===== src/rtl/lsd_segment_fifo.sv =====
// lsd_segment_fifo
//   Consumer of the line-segment detector. During an outputting burst every
//   valid segment is registered, its Manhattan length is computed, and short
//   segments are dropped. Surviving segments go into a first-word-fall-through
//   FIFO read through a valid/ready port. Per-burst statistics are kept.
//
//   Optional feature macro: SEG_ANGLE_FILTER_EN
//     When defined, a segment is also dropped unless
//     ANG_LO <= (min_a+max_a)>>1 <= ANG_HI.
//
// Ports
//   clk, rst              clock, asynchronous active-high reset
//   in_outputting         detector burst-active flag
//   in_valid              segment fields valid this cycle
//   in_start_v/h, in_end_v/h, in_min_a, in_max_a   segment fields
//   rd_valid / rd_ready   FIFO head handshake
//   rd_*                  head segment fields (zero while empty)
//   fifo_level            occupancy 0..DEPTH
//   frame_done            one-cycle pulse at burst close
//   seg_count             segments accepted in the last closed burst
//   overflow              sticky: a segment was lost in the current/last burst
module lsd_segment_fifo #(
  parameter int WIDTH   = 858,
  parameter int HEIGHT  = 525,
  parameter int DEPTH   = 64,
  parameter int MIN_LEN = 8,
  parameter int CNT_W   = 8
`ifdef SEG_ANGLE_FILTER_EN
  ,
  parameter int ANG_LO  = 32,
  parameter int ANG_HI  = 224
`endif
  ,
  localparam int H_BITW = $clog2(WIDTH),
  localparam int V_BITW = $clog2(HEIGHT),
  localparam int AW     = $clog2(DEPTH)
) (
  input  logic              clk,
  input  logic              rst,
  input  logic              in_outputting,
  input  logic              in_valid,
  input  logic [V_BITW-1:0] in_start_v,
  input  logic [H_BITW-1:0] in_start_h,
  input  logic [V_BITW-1:0] in_end_v,
  input  logic [H_BITW-1:0] in_end_h,
  input  logic [7:0]        in_min_a,
  input  logic [7:0]        in_max_a,
  output logic              rd_valid,
  input  logic              rd_ready,
  output logic [V_BITW-1:0] rd_start_v,
  output logic [H_BITW-1:0] rd_start_h,
  output logic [V_BITW-1:0] rd_end_v,
  output logic [H_BITW-1:0] rd_end_h,
  output logic [7:0]        rd_min_a,
  output logic [7:0]        rd_max_a,
  output logic [AW:0]       fifo_level,
  output logic              frame_done,
  output logic [CNT_W-1:0]  seg_count,
  output logic              overflow
);

  localparam int LW = ((H_BITW > V_BITW) ? H_BITW : V_BITW) + 2;
  localparam logic [LW-1:0] MIN_L    = LW'(MIN_LEN);
  localparam logic [AW:0]   FULL_LVL = (AW+1)'(DEPTH);

  typedef struct packed {
    logic [V_BITW-1:0] sv;
    logic [H_BITW-1:0] sh;
    logic [V_BITW-1:0] ev;
    logic [H_BITW-1:0] eh;
    logic [7:0]        mina;
    logic [7:0]        maxa;
  } seg_t;

  typedef enum logic [1:0] {IDLE, CAPTURE, DRAIN} state_t;

  // ---------------- burst FSM ----------------
  state_t state_q, state_d;
  logic   outp_q;     // previous in_outputting, for edge detection
  logic   start;      // burst entry: clears counter and overflow

  always_comb begin
    state_d = state_q;
    start   = 1'b0;
    case (state_q)
      IDLE:    if (in_outputting && !outp_q) begin
                 state_d = CAPTURE;
                 start   = 1'b1;
               end
      CAPTURE: if (!in_outputting) state_d = DRAIN;
      // in_outputting was low on the cycle that led here, so high now is a
      // new rising edge: close this burst and open the next back to back.
      DRAIN:   if (in_outputting) begin
                 state_d = CAPTURE;
                 start   = 1'b1;
               end else begin
                 state_d = IDLE;
               end
      default: state_d = IDLE;
    endcase
  end

  // Capture only inside a burst (or on its opening cycle); after a reset the
  // burst must be re-armed by a fresh rising edge.
  logic capture;
  assign capture = in_outputting && in_valid && ((state_q == CAPTURE) || start);
  assign frame_done = (state_q == DRAIN);

  // ---------------- stage 1 ----------------
  logic s1_vld_q;
  seg_t s1_q, s1_d;

  always_comb begin
    s1_d      = s1_q;
    if (capture) begin
      s1_d.sv   = in_start_v;
      s1_d.sh   = in_start_h;
      s1_d.ev   = in_end_v;
      s1_d.eh   = in_end_h;
      s1_d.mina = in_min_a;
      s1_d.maxa = in_max_a;
    end
  end

  logic [LW-1:0] sv_x, ev_x, sh_x, eh_x, dv, dh, len;
  logic          keep;

  assign sv_x = LW'(s1_q.sv);
  assign ev_x = LW'(s1_q.ev);
  assign sh_x = LW'(s1_q.sh);
  assign eh_x = LW'(s1_q.eh);
  assign dv   = (ev_x >= sv_x) ? (ev_x - sv_x) : (sv_x - ev_x);
  assign dh   = (eh_x >= sh_x) ? (eh_x - sh_x) : (sh_x - eh_x);
  assign len  = dv + dh;  // two operands each < 2^(LW-2): cannot wrap

`ifdef SEG_ANGLE_FILTER_EN
  logic [8:0] ang_sum;
  logic [7:0] mid;
  assign ang_sum = {1'b0, s1_q.mina} + {1'b0, s1_q.maxa};
  assign mid     = ang_sum[8:1];
  assign keep    = (len >= MIN_L) && (mid >= 8'(ANG_LO)) && (mid <= 8'(ANG_HI));
`else
  assign keep    = (len >= MIN_L);
`endif

  // ---------------- FIFO ----------------
  seg_t          mem_q [DEPTH];
  logic [AW-1:0] wr_ptr_q, wr_ptr_d, rd_ptr_q, rd_ptr_d;
  logic [AW:0]   level_q, level_d;
  logic          push_req, push_ok, pop;
  seg_t          head;

  assign rd_valid = (level_q != '0);
  assign pop      = rd_valid && rd_ready;
  assign push_req = s1_vld_q && keep;
  // A pop on a full FIFO frees the slot being written this same edge.
  assign push_ok  = push_req && ((level_q < FULL_LVL) || pop);

  always_comb begin
    wr_ptr_d = wr_ptr_q;
    rd_ptr_d = rd_ptr_q;
    level_d  = level_q;
    if (push_ok) wr_ptr_d = wr_ptr_q + 1'b1;
    if (pop)     rd_ptr_d = rd_ptr_q + 1'b1;
    case ({push_ok, pop})
      2'b10:   level_d = level_q + 1'b1;
      2'b01:   level_d = level_q - 1'b1;
      default: level_d = level_q;
    endcase
  end

  always_ff @(posedge clk) begin
    if (push_ok) mem_q[wr_ptr_q] <= s1_q;
  end

  assign head       = mem_q[rd_ptr_q];
  assign rd_start_v = rd_valid ? head.sv   : '0;
  assign rd_start_h = rd_valid ? head.sh   : '0;
  assign rd_end_v   = rd_valid ? head.ev   : '0;
  assign rd_end_h   = rd_valid ? head.eh   : '0;
  assign rd_min_a   = rd_valid ? head.mina : '0;
  assign rd_max_a   = rd_valid ? head.maxa : '0;
  assign fifo_level = level_q;

  // ---------------- statistics ----------------
  logic [CNT_W-1:0] cnt_q, cnt_d, segc_q, segc_d;
  logic             ovf_q, ovf_d;

  always_comb begin
    cnt_d  = cnt_q;
    ovf_d  = ovf_q;
    segc_d = segc_q;
    if (start)                         cnt_d = '0;
    else if (push_ok && cnt_q != '1)   cnt_d = cnt_q + 1'b1;
    if (start)                         ovf_d = 1'b0;
    else if (push_req && !push_ok)     ovf_d = 1'b1;
    if (state_q == DRAIN)              segc_d = cnt_q;
  end

  assign seg_count = segc_q;
  assign overflow  = ovf_q;

  // ---------------- state registers ----------------
  always_ff @(posedge clk or posedge rst) begin
    if (rst) begin
      state_q  <= IDLE;
      outp_q   <= 1'b1;  // blocks a spurious rise if the burst is still high
      s1_vld_q <= 1'b0;
      s1_q     <= '0;
      wr_ptr_q <= '0;
      rd_ptr_q <= '0;
      level_q  <= '0;
      cnt_q    <= '0;
      ovf_q    <= 1'b0;
      segc_q   <= '0;
    end else begin
      state_q  <= state_d;
      outp_q   <= in_outputting;
      s1_vld_q <= capture;
      s1_q     <= s1_d;
      wr_ptr_q <= wr_ptr_d;
      rd_ptr_q <= rd_ptr_d;
      level_q  <= level_d;
      cnt_q    <= cnt_d;
      ovf_q    <= ovf_d;
      segc_q   <= segc_d;
    end
  end

endmodule


===== config.mk =====
export PLATFORM = sky130hd
export DESIGN_NAME = lsd_segment_fifo
export DESIGN_NICKNAME = d
export VERILOG_FILES = /design/src/rtl/lsd_segment_fifo.sv
export SDC_FILE = /design/constraint.sdc
export NUM_CORES = 2
export LEC_CHECK = 0
export BUFFER_PORTS_ARGS = -buffer_cell sky130_fd_sc_hd__buf_2
export CORE_UTILIZATION = 40
export CTS_CLUSTER_SIZE = 30
export DETAILED_ROUTE_END_ITERATION = 8
export PLACE_DENSITY = 0.54
export SYNTH_ARGS = -nofsm -noshare
export SYNTH_HDL_FRONTEND = slang
export SYNTH_SLANG_ARGS = --single-unit

===== constraint.sdc =====
create_clock -name clk -period 10.66 [get_ports clk]
set_input_delay 0 -clock clk [delete_from_list [all_inputs] [get_ports clk]]
set_output_delay 0 -clock clk [all_outputs]
set_load 0.05 [all_outputs]

* Word level (Yosys, flattened, before mapping)
Memory sizes are Yosys's and may differ from the RTL's. Cells that the tools add are included.
Storage, ports and cells: register bits 96, latch bits 0, RAM bits 3584, memory bits (read-only) 0, output and inout bits 74, logic and storage cells 77, memories kept 1
Cells by class: $add $sub $neg 10, multipliers 0, div/mod/pow operators 0, $lt $le $gt $ge 4, equal/unequal tests 7, shift-type cells 0, multiplexer cells 22, bitwise gates (word level) 0, reduce and logical (&&, ||, !) cells 18
Memory list:
- mem_q | words 64, width 56, rd ports 1, clocked after Yosys merged registers in 0, wr ports 1, line 147 | seg_t mem_q [DEPTH];
Operators with widths (count):
- 10-bit by 10-bit subtractor with 11-bit output | 4
- 10-bit 2-to-1 mux | 4
- 8-bit 2-to-1 mux | 4
- 12-bit 2-to-1 mux | 2
- 10-bit greater-or-equal comparator | 2
- 7-bit case mux with 2 select lines | 1
- 12-bit adder | 1
- 6-bit by 1-bit adder with 6-bit output, second input constant | 2
- 12-bit by 4-bit greater-or-equal comparator with 1-bit output, second input constant | 1
- 8-bit by 1-bit adder with 8-bit output, second input constant | 1
- 1-bit logical AND | 8
- 8-bit != test, second input constant | 1
- 7-bit by 1-bit adder with 7-bit output, second input constant | 1
- 7-bit < comparator, second input constant | 1
- 1-bit 2-to-1 mux | 7
- 7-bit nonzero test | 1
- 7-bit by 1-bit subtractor with 7-bit output, second input constant | 1
- 2-bit case mux with 3 select lines | 1
- 2-bit nonzero test | 3
- 2-bit by 1-bit == test with 1-bit output, second input constant | 2
- 2-bit == test, second input constant | 2
- 2-bit 2-to-1 mux | 2
- 2-bit != test, second input constant | 2
- 1-bit logical NOT | 2
- 4 further kinds | 5

* Longest topological paths before layout
word-level depth 10, gate-level depth with buffers 33

* Worst setup path after synthesis
OpenSTA, ideal clock, no wires.
path type reg2reg, start register s1_q[43] (netlist name), end memory mem_q[59][0] (netlist name), enable pin, arrival 7988 ps, data required time 10190 ps, slack 2202 ps, stages on the path, launching flop included 23, path buffers 3, period minus slack after synthesis 8458 ps, path through dfrtp_1 inv_1 ha_1 clkbuf_1 nand4_1 nor3_1 nor3b_1 a21oi_2 mux2_2 a221oi_1 and2_1 xnor2_1 ha_1 clkbuf_1 a21o_1 a311o_1 nor4_1 nand4b_1 a211oi_1 nor2_2 buf_2 nand4b_1 nor2_1
On the way: longest elaborated chain between the ends 8, elaborated cells between the ends (all ways) 10, classes of those cells add/sub: 3; order compare: 2; mux: 3; reduce/logical: 2
Ends and longest elaborated chain:
- start: declaration | line 111 | seg_t s1_q, s1_d;
- start signal: assignment | line 209 | s1_q <= '0;
- start signal: assignment | line 220 | s1_q <= s1_d;
- 10-bit by 10-bit subtractor with 11-bit output / 10-bit greater-or-equal comparator (equally long branches) | line 133 | assign dh = (eh_x >= sh_x) ? (eh_x - sh_x) : (sh_x - eh_x);
- 12-bit 2-to-1 mux * | line 133
- 12-bit adder * | line 134 | assign len = dv + dh;
- 12-bit by 4-bit greater-or-equal comparator with 1-bit output * | line 143 | assign keep = (len >= MIN_L);
- 1-bit logical AND * | line 155 | assign push_req = s1_vld_q && keep;
- 1-bit logical AND * | line 157 | assign push_ok = push_req && ((level_q < FULL_LVL) || pop);
- 1-bit 2-to-1 mux * | line 173 | if (push_ok) mem_q[wr_ptr_q] <= s1_q;
- 1-bit 2-to-1 mux (not written as such) * | line 173
- end: declaration | line 147
Every way passes the cells marked *; elsewhere a longest branch is shown, timed or not.

* Final worst setup path
start register s1_q[44] (netlist name), end memory mem_q[36][53] (netlist name), enable pin
The elaborated chain is that of the path after synthesis.

==> summary.md <==
| Metric | Value |
|---|---|
| Status | complete, no violations |
| CP arrival | 9640 ps |
| Worst setup path start | s1_q[44]$_DFFE_PP0P_ |
| Later-pin clock latency in the skew report | between 900 and 1000 ps |
| Tcrit/Tclk final | 85.0% |
| Post-Syn Area | 142000 sq um |
| Yosys cell types | 66 |
| Std cell rows | 218 |
| Initial Utilization | about two fifths |
| Core Region | between 300000 and 400000 sq um |
| Number of detailed-route iterations in the first pass | 5 |
| Ys async rst share | around 2.6% |
| Crit path capture type | flop |
| Post-DRT Antenna Nets | 0 |
| Top cell type's share of synthesized area | 75.6% |
| # DRC | 0 |
| Die X | between 500 and 600 um |
| Fmax | 0.110 GHz |
| Max Cap Viol | 0 |
| Grt total ovfl | 0 |
| Power Total | 45.4 mW |
| Final WS setup | 1590 ps |
| Tot GR Track Use | 21.2% |
| Port Buffers | 134 |
| Area leader, netlist | edfxtp_1 |
| Hold EP | overflow$_DFFE_PP0P_ |
| Iteration-0 DRC Markers | 7324 |
| Worst r2r dst | mem_q[36][53]$_DFFE_PP_ |
| Resize count post-CTS | 0 |
| Syn-to-layout area delta | 15.4% |
| Hold Slack | 120 ps |
| Routed WL | 380 mm |
| Sequential fraction of the synthesis area | 77.3% |
| Hold depth | 5 |
| Yosys reg bits | 3680 |
| Setup Viol. Count Final | 0 |
| Share of cells above drive strength 1 | between 30% and 40% |
| Top post-synthesis cells by count | edfxtp_1 (3584), mux4_2 (1176), clkbuf_1 (196) |
| WL per Instance | 33.0 um |
| Relative slew slack | 21.7% |
| Pin count of the biggest net entering global routing | 144 |
| Max FO, Critical Path | 66 |
| Top cells by area, synth | edfxtp_1 (76%), mux4_2 (19%), dfrtp_1 (1.7%) |
| Vias/cell | around 5.7 |
| Root Driver | clkbuf_16 |
| Final setup skew | about 44 ps |
| Final setup TNS | 0 ps |
| Routability cong. | ~0.80 |
| Final Net Count | 6590 |
| IR drop worst, VDD | 0.315 mV |
| Syn avg cell area | 24.1 sq um |
| First-pass GRT wire length | about 530 mm |
| Pleak | between 50 and 60 nW |
| Setup WS pre-CTS | 1650 ps |
| Reg-to-reg startpoint | s1_q[44]$_DFFE_PP0P_ |
| Main synth FF type | edfxtp_1 |
| Vias in the first global route | 67735 |
| RSZ-0062 raised after global routing | no |
| Measured slew at the worst slew-check pin | approximately 1200 ps |
| Clock Sinks | 3680 |
| Via count | 65684 |
| Most frequent cell after synthesis | edfxtp_1 |
| Final Cell Area | around 160000 sq um |
| Min-delay worst type | in -> reg |
| Post-synth EDFFs | 3584 |
| I/O Pins | 135 |
| Power density over the cells | 276 nW/um^2 |
| Ys Warns | 0 |
| Synth Instances | 5902 |
| Worst EP required | 11240 ps |
| Slew Viols, Final | 0 |
| H-tree depth | 5 |
| Min Tclk post-route | slightly above 9000 ps |
| Clock transition at path regs | 60 ps |
| Vert. Die Dim | 599 um |
| CTS tree | done |
| Initial antenna violation count | 49 |
| R2R depth | 21 |
| Mapped Nets | ~6000 |
| HPWL after DPL | 214 mm |
| TritonCTS buffer count | 387 |
| Critical Path Start Type | flop |
| DP Area | 150000 sq um |
| Crit Path Category | reg -> reg |
| Total Die Area | 358000 sq um |
| Final hold violation count | 0 |
| R2r setup slk | 1590 ps |
| Hold_sp | rd_ready |
| Clock Path Buffers | 4 |
-- power breakdown --
part	total [mW]	switching [mW]	internal, mW
Clock	13.5	5.59	7.88
Combinational	14.8	8.83	5.94
Sequential	17.1	0.341	16.8
Total	45.4	14.8	30.6
-- through the flow --
step / utilization, % / cells
floorplan: - / 5902
global placement: 42.5 / 10673
detailed placement: 42.5 / 10673
CTS: 46.5 / 11508
global route: 46.5 / 11515
finish: 46.5 / 11522
-- worst max-delay path, stage by stage (launching register included) --
cell and delay [ps]:
dfrtp_2 340, buf_4 530, inv_1 130, ha_1 490, nand4_1 170, nor3_1 250
nor3b_1 100, a21oi_2 790, mux2_2 420, a221oi_1 350, a21oi_1 130, a311oi_1 450
ha_1 400, o21a_1 240, a211oi_1 360, nor4b_1 100, o211ai_1 200, a211oi_1 100
nor2_2 700, nand3_1 900, nor2_4 970, buf_4 510
-- state kept, by name (all words and copies together), names as in the netlist --
signal	flops
s1_q	36
ev_x	10
fifo_level	7
eh_x	10
overflow	1
wr_ptr_q	6
state_q	2
outp_q	1
seg_count	8
rd_ptr_q	6
s1_vld_q	1
mem_q	3584
cnt_q	8
-- worst max-delay path by stage --
stage                                    endpoint  slack, ps
after global routing      mem_q[36][53]$_DFFE_PP_       1090
after detailed placement  mem_q[36][50]$_DFFE_PP_       1650
after floorplan            mem_q[59][0]$_DFFE_PP_       2200
final                     mem_q[36][53]$_DFFE_PP_       1590
after CTS                 mem_q[36][28]$_DFFE_PP_       1600
after global placement      mem_q[4][7]$_DFFE_PP_       1620
-- per-layer routing --
metal,GRT usage [%],wire [um],up-vias
met1,29.9,159000,36264
met5,0,132,-
met2,33.6,181000,2382
li1,-,-,26550
met3,4.66,29400,468
met4,5.65,10300,20
-- placed cells by master, fill, tap and decap left out, types with 16 or more instances in the layout --
cell / synthesis / layout
clkbuf_16: 0 / 399
buf_4: 2 / 182
dfrtp_2: 0 / 23
ha_1: 57 / 57
dlygate4sd3_1: 0 / 135
a21o_1: 17 / 17
clkinv_1: 1 / 56
buf_12: 0 / 34
clkbuf_1: 196 / 92
buf_2: 56 / 134
a21oi_1: 36 / 36
and2_1: 60 / 60
nand2_1: 125 / 124
o21ai_0: 55 / 55
edfxtp_1: 3584 / 3584
clkinv_2: 0 / 72
xnor2_1: 23 / 23
nor2_1: 89 / 25
dfrtp_1: 95 / 63
nor2_4: 0 / 64
bufinv_16: 0 / 40
mux2_2: 16 / 16
mux4_2: 1176 / 1176
inv_1: 68 / 67
-- cell families (layout without fill, tap and decap cells) --
group                    after synthesis  in the layout  synth area share (%)
multiplexers                        1202           1202                  18.8
other                                  0             14                     0
XOR/XNOR                              36             36                 0.221
adder cells (fa/ha/maj)               62             62                 0.571
buffers and inverters                378           1254                  1.06
AND/OR/NAND/NOR                      364            364                  1.23
flip-flops                          3680           3680                  77.3
AO/OA/AOI/OAI                        180            180                 0.839
-- layout make-up --
class                   count  area [sq um]
diodes                     14          35.0
clock buffers             499         10400
clock inverters           201          2140
fillers                 29029        189000
inverters                  69           267
multi-input cells        1844         31300
flip-flops and latches   3680        110000
well taps                4730          5920
repair buffers            485          4070
-- repair_timing --
action,in CTS,in global routing
setup buffers,0,0
hold buffers,135,0
endpoints found under the hold margin,182,0
Note: power is estimated with default switching activity, not from simulation.
